$ cat config.mk
export PLATFORM = sky130hd
export DESIGN_NAME = pulse_train_gen
export DESIGN_NICKNAME = d
export VERILOG_FILES = /design/src/rtl/pulse_train_gen_pkg.sv /design/src/rtl/pulse_train_gen_counter.sv /design/src/rtl/pulse_train_gen.sv
export SDC_FILE = /design/constraint.sdc
export NUM_CORES = 1
export LEC_CHECK = 0
export CELL_PAD_IN_SITES_DETAIL_PLACEMENT = 1
export CELL_PAD_IN_SITES_GLOBAL_PLACEMENT = 1
export CORE_UTILIZATION = 42
export CTS_CLUSTER_SIZE = 16
export DETAILED_ROUTE_END_ITERATION = 10
export HOLD_SLACK_MARGIN = 0.1
export PLACE_DENSITY = 0.77
export RECOVER_POWER = 25
export SYNTH_ARGS = -nofsm -noshare
export SYNTH_HDL_FRONTEND = slang
export SYNTH_SLANG_ARGS = --single-unit
$ cat constraint.sdc
create_clock -name clk -period 2.6 [get_ports clk]
set_input_delay 0.39 -clock clk [delete_from_list [all_inputs] [get_ports clk]]
set_output_delay 0.39 -clock clk [all_outputs]
set_load 0.01 [all_outputs]
$ cat src/rtl/pulse_train_gen_pkg.sv
// Shared definitions for the pulse train generator: state encoding and
// the default counter width used by the top and the down counter.
package pulse_pkg;

   localparam int CNT_W_DEF = 8;

   typedef enum logic [1:0] {
      IDLE = 2'd0,
      HIGH = 2'd1,
      LOW  = 2'd2
   } pulse_state_e;

endpackage

$ cat src/rtl/pulse_train_gen_counter.sv
// Loadable down counter. It counts down to 1 and then holds, so it never
// wraps even if the controller keeps asking for decrements.
module pg_down_counter
   import pulse_pkg::*;
#(
   parameter int CNT_W = CNT_W_DEF
) (
   input  logic             clk,
   input  logic             rst_n,
   input  logic             load,
   input  logic [CNT_W-1:0] load_val,
   input  logic             dec,
   output logic [CNT_W-1:0] value,
   output logic             is_one
);

   localparam logic [CNT_W-1:0] ONE = CNT_W'(1);

   logic [CNT_W-1:0] value_q;
   logic [CNT_W-1:0] value_d;

   // A load wins over a decrement; decrements stop once the count is 1.
   always_comb begin
      value_d = value_q;
      if (load) begin
         value_d = load_val;
      end else if (dec && (value_q > ONE)) begin
         value_d = value_q - ONE;
      end
   end

   // Counter register, cleared by reset.
   always_ff @(posedge clk or negedge rst_n) begin
      if (!rst_n) begin
         value_q <= '0;
      end else begin
         value_q <= value_d;
      end
   end

   assign value  = value_q;
   assign is_one = (value_q == ONE);

endmodule

$ cat src/rtl/pulse_train_gen.sv
// Turns a single-cycle trigger into a train of N pulses, each H cycles high
// and separated by L low cycles. Config is captured on accepted triggers only.
module pulse_train_gen
   import pulse_pkg::*;
#(
   parameter int CNT_W     = CNT_W_DEF,
   parameter bit RETRIGGER = 1'b0
) (
   input  logic             clk,
   input  logic             rst_n,
   input  logic             trig,
   input  logic [CNT_W-1:0] high_len,
   input  logic [CNT_W-1:0] low_len,
   input  logic [CNT_W-1:0] count,
   output logic             pulse_out,
   output logic             busy,
   output logic             done,
   output logic             overrun
);

   localparam logic [CNT_W-1:0] ONE = CNT_W'(1);

   pulse_state_e     state_q, state_d;
   logic [CNT_W-1:0] h_len_q, h_len_d;
   logic [CNT_W-1:0] l_len_q, l_len_d;
   logic             pulse_out_q, pulse_out_d;
   logic             busy_q, busy_d;
   logic             done_q, done_d;
   logic             overrun_q, overrun_d;

   logic             ph_load, ph_dec, ph_is_one;
   logic [CNT_W-1:0] ph_load_val, ph_value;
   logic             pc_load, pc_dec, pc_is_one;
   logic [CNT_W-1:0] pc_value;

   logic             null_cfg;
   logic [CNT_W-1:0] low_eff;
   logic             in_train;

   assign null_cfg = (high_len == '0) || (count == '0);
   assign low_eff  = (low_len == '0) ? ONE : low_len;
   assign in_train = (state_q != IDLE);

   // Phase counter times the current HIGH or LOW interval.
   pg_down_counter #(.CNT_W(CNT_W)) u_phase_cnt (
      .clk      (clk),
      .rst_n    (rst_n),
      .load     (ph_load),
      .load_val (ph_load_val),
      .dec      (ph_dec),
      .value    (ph_value),
      .is_one   (ph_is_one)
   );

   // Pulse counter tracks how many pulses remain, including the current one.
   pg_down_counter #(.CNT_W(CNT_W)) u_pulse_cnt (
      .clk      (clk),
      .rst_n    (rst_n),
      .load     (pc_load),
      .load_val (count),
      .dec      (pc_dec),
      .value    (pc_value),
      .is_one   (pc_is_one)
   );

   // Next-state logic: accepted triggers (re)start the train, otherwise the
   // counters walk through HIGH and LOW phases until the last pulse ends.
   always_comb begin
      state_d     = state_q;
      h_len_d     = h_len_q;
      l_len_d     = l_len_q;
      done_d      = 1'b0;
      overrun_d   = 1'b0;
      ph_load     = 1'b0;
      ph_load_val = h_len_q;
      ph_dec      = 1'b0;
      pc_load     = 1'b0;
      pc_dec      = 1'b0;

      if (trig && in_train) begin
         overrun_d = 1'b1;
      end

      if (trig && (!in_train || RETRIGGER)) begin
         if (null_cfg) begin
            state_d = IDLE;
            done_d  = 1'b1;
         end else begin
            h_len_d     = high_len;
            l_len_d     = low_eff;
            ph_load     = 1'b1;
            ph_load_val = high_len;
            pc_load     = 1'b1;
            state_d     = HIGH;
         end
      end else begin
         case (state_q)
            IDLE: begin
               state_d = IDLE;
            end
            HIGH: begin
               if (ph_is_one) begin
                  if (pc_is_one) begin
                     state_d = IDLE;
                     done_d  = 1'b1;
                  end else begin
                     ph_load     = 1'b1;
                     ph_load_val = l_len_q;
                     pc_dec      = 1'b1;
                     state_d     = LOW;
                  end
               end else begin
                  ph_dec = 1'b1;
               end
            end
            LOW: begin
               if (ph_is_one) begin
                  ph_load     = 1'b1;
                  ph_load_val = h_len_q;
                  state_d     = HIGH;
               end else begin
                  ph_dec = 1'b1;
               end
            end
            default: begin
               state_d = IDLE;
            end
         endcase
      end

      pulse_out_d = (state_d == HIGH);
      busy_d      = (state_d != IDLE);
   end

   // State, latched config and registered outputs; reset aborts any train.
   always_ff @(posedge clk or negedge rst_n) begin
      if (!rst_n) begin
         state_q     <= IDLE;
         h_len_q     <= '0;
         l_len_q     <= '0;
         pulse_out_q <= 1'b0;
         busy_q      <= 1'b0;
         done_q      <= 1'b0;
         overrun_q   <= 1'b0;
      end else begin
         state_q     <= state_d;
         h_len_q     <= h_len_d;
         l_len_q     <= l_len_d;
         pulse_out_q <= pulse_out_d;
         busy_q      <= busy_d;
         done_q      <= done_d;
         overrun_q   <= overrun_d;
      end
   end

   assign pulse_out = pulse_out_q;
   assign busy      = busy_q;
   assign done      = done_q;
   assign overrun   = overrun_q;

endmodule

==> out/results.md <==
Global route
- **maximum number of pins on one net before global-route repair** 39
- **total track usage** 25.18%
- **grt ovf** 0
- **number of global-route vias before repair** 2243
- **antenna violations before repair** 0
- **first-pass GRT wire length** 11.39 mm

Route
- **met2 layer wire length in the routed design** 3.092 mm
- **count of antenna-violating nets left after detailed routing** 0
- **Wirelength per Cell** 17.55 um
- **post-route DRC violation count** 0
- **vias after detailed routing** 2120
- **length of routed met3 wiring** 222 um
- **highest metal layer with signal wires** met4
- **wire length on met1** 3.071 mm
- **Iter 0 DRT Violations** 109
- **number of search-and-repair iterations in the first detailed-routing pass** 4
- **ratio of routed vias to standard cells** 5.684
- **post-detailed-routing wire length** 6.548 mm

STA
- **period utilization** 92.86%
- **final worst slack** 0.1857 ns
- **highest clock frequency the design can meet** 414.2 MHz
- **RSZ-0062 raised after global routing** no
- **Setup TNS** 0 ns
- **max-slew headroom at the worst pin** -40.29%
- **clock tree skew after final layout** 0.005135 ns
- **actual slew at the worst max-slew pin** 2.104 ns
- **min cycle time layout** 2.414 ns
- **Hold Violations, Final** 0
- **max-slew violation total from the final report** 39
- **Final Hold Slack** 0.4787 ns
- **Final Setup Violations** 0

Final layout
- **utilization of the core after routing** 55.70%
- **P&R area growth vs syn** 25.04%
- **number of nets in the finished design** 338
- **number of fillers in the final layout** 629
- **antenna diode instance count** 0
- **summed area of non-filler cells in the final layout** 0.002899 mm^2
- **fraction of layout instances using a drive strength above 1** 13.86%

Setup path
- **data required time at the worst endpoint** 2.76 ns
- **critical path startpoint category** register
- **nature of the critical path endpoint** register
- **maximum fanout along the worst path** 8
- **endpoint arrival time on the critical path** 2.57 ns
- **critical path start-end classification** register to register

Power and ir drop
- **power per standard cell area** 577.3 mW/mm^2
- **sequential share of power** 46.9%
- **part of the total power dissipated in the clock network** 24.3%
- **Net Sw Power** 553.1 uW
- **cell internal power dissipation** 1121 uW
- **peak supply drop** 0.0003132 V
- **net switching share of the total power** 33.05%
- **share of power burned in combinational logic** 28.8%
- **leakage power** 0.001239 uW

Floorplanning
- **y dimension of the die** 76.30 um
- **area of the die** 0.005821 mm^2
- **number of cell rows** 26
- **I/O pin cnt** 31
- **core region area** 0.005205 mm^2
- **Die Width** 76.30 um
- **Starting Density** 44.54%

Clocking
- **hold_buf cts** 0
- **post-CTS setup buffers** 0
- **TritonCTS clock tree** built
- **htree depth** 2
- **Reg clk slew, reported paths** 0.07 ns
- **maximum root-to-sink buffer count** 2
- **post-cts gate resize count** 0
- **CTS sink count** 38
- **cts bufs inserted** 5
- **root buffer selected by CTS** sky130_fd_sc_hd__clkbuf_8
- **clock insertion delay at the later pin of the skew report** 0.29 ns

Synthesis
- **number of enable-type register cells in the synthesized netlist** 0
- **total of flip-flops plus latches after synthesis** 38
- **dominant synthesized flop cell** sky130_fd_sc_hd__dfrtp_1
- **distinct cell type count of the synthesized netlist** 55
- **fraction of synthesis flops using an asynchronous set or reset pin** 100.0%
- **synthesized instance count** 257
- **share of synthesized area occupied by flip-flops and latches** 41.01%
- **Yosys warning total** 0
- **netlist area before placement** 0.002318 mm^2
- **nets in the synthesized netlist** 291
- **Avg Cell Area, Syn** 9.021 um^2

Placed design
- **Port Buffer Count** 30
- **GPL Wtd Cong** 0.8440
- **Post-Place Cell Area** 0.002818 mm^2
- **pre-CTS setup slack** 0.05340 ns
- **DP Wirelength** 4.902 mm

Run status
- **status** complete, but fails checks
- **violated checks** max-capacitance violations, max-slew violations

Flow run
- **max cap viols** 1

Worst hold path
- **class of the tightest hold or removal check** register to register

-- cells in the mapped netlist, types with 2 or more instances --
| cell | instances | area share, % |
|---|---|---|
| sky130_fd_sc_hd__nand2_1 | 58 | 9.4 |
| sky130_fd_sc_hd__dfrtp_1 | 38 | 41 |
| sky130_fd_sc_hd__o21ai_0 | 17 | 3.7 |
| sky130_fd_sc_hd__nor2_1 | 13 | 2.1 |
| sky130_fd_sc_hd__inv_1 | 12 | 1.9 |
| sky130_fd_sc_hd__nor3_1 | 8 | 1.7 |
| sky130_fd_sc_hd__ha_1 | 7 | 3.8 |
| sky130_fd_sc_hd__mux2i_1 | 7 | 3.0 |
| sky130_fd_sc_hd__nor4_1 | 6 | 1.6 |
| sky130_fd_sc_hd__a21oi_1 | 5 | 1.1 |
| sky130_fd_sc_hd__buf_2 | 5 | 1.1 |
| sky130_fd_sc_hd__clkbuf_1 | 5 | 0.81 |
| sky130_fd_sc_hd__a211oi_1 | 4 | 1.3 |
| sky130_fd_sc_hd__mux2_1 | 4 | 1.9 |
| sky130_fd_sc_hd__nand4_1 | 4 | 1.1 |
| sky130_fd_sc_hd__nor3b_1 | 4 | 1.3 |
| sky130_fd_sc_hd__or4_1 | 4 | 1.3 |
| sky130_fd_sc_hd__and2_1 | 3 | 0.81 |
| sky130_fd_sc_hd__and3_1 | 3 | 0.81 |
| sky130_fd_sc_hd__nand2b_1 | 3 | 0.81 |
| sky130_fd_sc_hd__nand3_1 | 3 | 0.65 |
| sky130_fd_sc_hd__o22ai_1 | 3 | 0.81 |
| sky130_fd_sc_hd__or3_1 | 3 | 0.81 |
| sky130_fd_sc_hd__a221o_1 | 2 | 0.86 |
| sky130_fd_sc_hd__a221oi_2 | 2 | 1.3 |
| sky130_fd_sc_hd__a31oi_1 | 2 | 0.54 |
| sky130_fd_sc_hd__buf_6 | 2 | 0.97 |
| sky130_fd_sc_hd__o41ai_1 | 2 | 0.76 |
| sky130_fd_sc_hd__xnor2_1 | 2 | 0.76 |
-- power groups by stage --
stage | Combinational [uW] | Sequential (uW) | Clock (uW)
3_5_place_dp | 477 | 796 | 0
6_report | 482 | 784 | 407
5_1_grt | 539 | 799 | 439
4_1_cts | 484 | 784 | 421
3_3_place_gp | 462 | 789 | 0
2_1_floorplan | 294 | 770 | 0
-- flip-flops by register name (all words and copies together) (netlist names) --
| register | cells |
|---|---|
| h_len_q | 8 |
| l_len_q | 8 |
| u_phase_cnt.value | 8 |
| u_pulse_cnt.value | 8 |
| state_q | 2 |
| busy | 1 |
| done | 1 |
| overrun | 1 |
| pulse_out | 1 |
-- cell usage in the layout (no fill, tap or decap), drive strengths merged, types with 3 or more instances in the layout --
cell | Yosys | layout
o22ai | 3 | 3
mux2 | 5 | 5
nor2 | 13 | 13
mux2i | 7 | 7
a211oi | 5 | 5
clkbuf | 5 | 7
nand4 | 4 | 4
and3 | 3 | 3
nor3b | 4 | 4
nor4 | 8 | 8
inv | 12 | 12
dfrtp | 38 | 38
or4 | 5 | 5
nand2b | 3 | 3
nand2 | 58 | 58
clkdlybuf4s50 | 0 | 29
ha | 7 | 7
o21ai | 17 | 17
and2 | 3 | 3
a21oi | 6 | 6
nand3 | 3 | 3
nor3 | 8 | 8
or3 | 3 | 3
buf | 7 | 22
-- critical path: stages, from the launching register on --
cell	delay, ns
sky130_fd_sc_hd__dfrtp_1	0.40
sky130_fd_sc_hd__inv_1	0.11
sky130_fd_sc_hd__ha_1	0.21
sky130_fd_sc_hd__or3b_2	0.51
sky130_fd_sc_hd__o2111ai_4	0.24
sky130_fd_sc_hd__buf_4	0.22
sky130_fd_sc_hd__nor3b_1	0.07
sky130_fd_sc_hd__a222oi_1	0.37
sky130_fd_sc_hd__o211ai_1	0.15
-- cell families (layout without fill, tap and decap cells) --
family,Yosys count,in the layout,share of synthesized area (%)
buf+inv,24,70,4.803
simple gates,123,123,27.15
xor+xnor,2,2,0.7557
compound gates,51,51,17.05
flops,38,38,41.01
mux,12,12,5.451
fa+ha+maj,7,7,3.777
-- per-stage QoR --
stage,cells,power [uW]
after floorplan,257,1064
after global placement,367,1251
after detailed placement,367,1272
after CTS,373,1689
after global routing,373,1777
final,373,1674
-- per-layer routing --
metal / vias to the layer above / track usage (%)
met5: - / 0
met4: 0 / 9.808
met3: 16 / 4.431
met2: 52 / 39.73
met1: 1038 / 34.33
li1: 1014 / -
-- path summary, 6_finish.rpt --
kind | cells after the start | end | slack (ns) | start
hold reg to reg | 2 | h_len_q[7] | 0.48 | h_len_q[7]
min in group asynchronous | 1 | u_phase_cnt.value[5] | 0.70 | rst_n
hold / removal | 2 | h_len_q[7] | 0.48 | h_len_q[7]
setup reg to reg | 8 | u_phase_cnt.value[0] | 0.19 | u_pulse_cnt.value[1]
max in group asynchronous | 1 | l_len_q[1] | 0.70 | rst_n
setup / recovery | 8 | u_phase_cnt.value[0] | 0.19 | u_pulse_cnt.value[1]
-- cell type report --
class                      count  area [um^2]  share of cell area (%)
timing repair buffer          52        471.7                   16.27
sequential                    38        950.9                   32.80
inverter                      12        45.04                   1.554
clock buffer                   6        82.58                   2.849
multi-input combinational    195         1261                   43.50
tap                           70        87.58                   3.021
(Power assumes the default switching activity.)
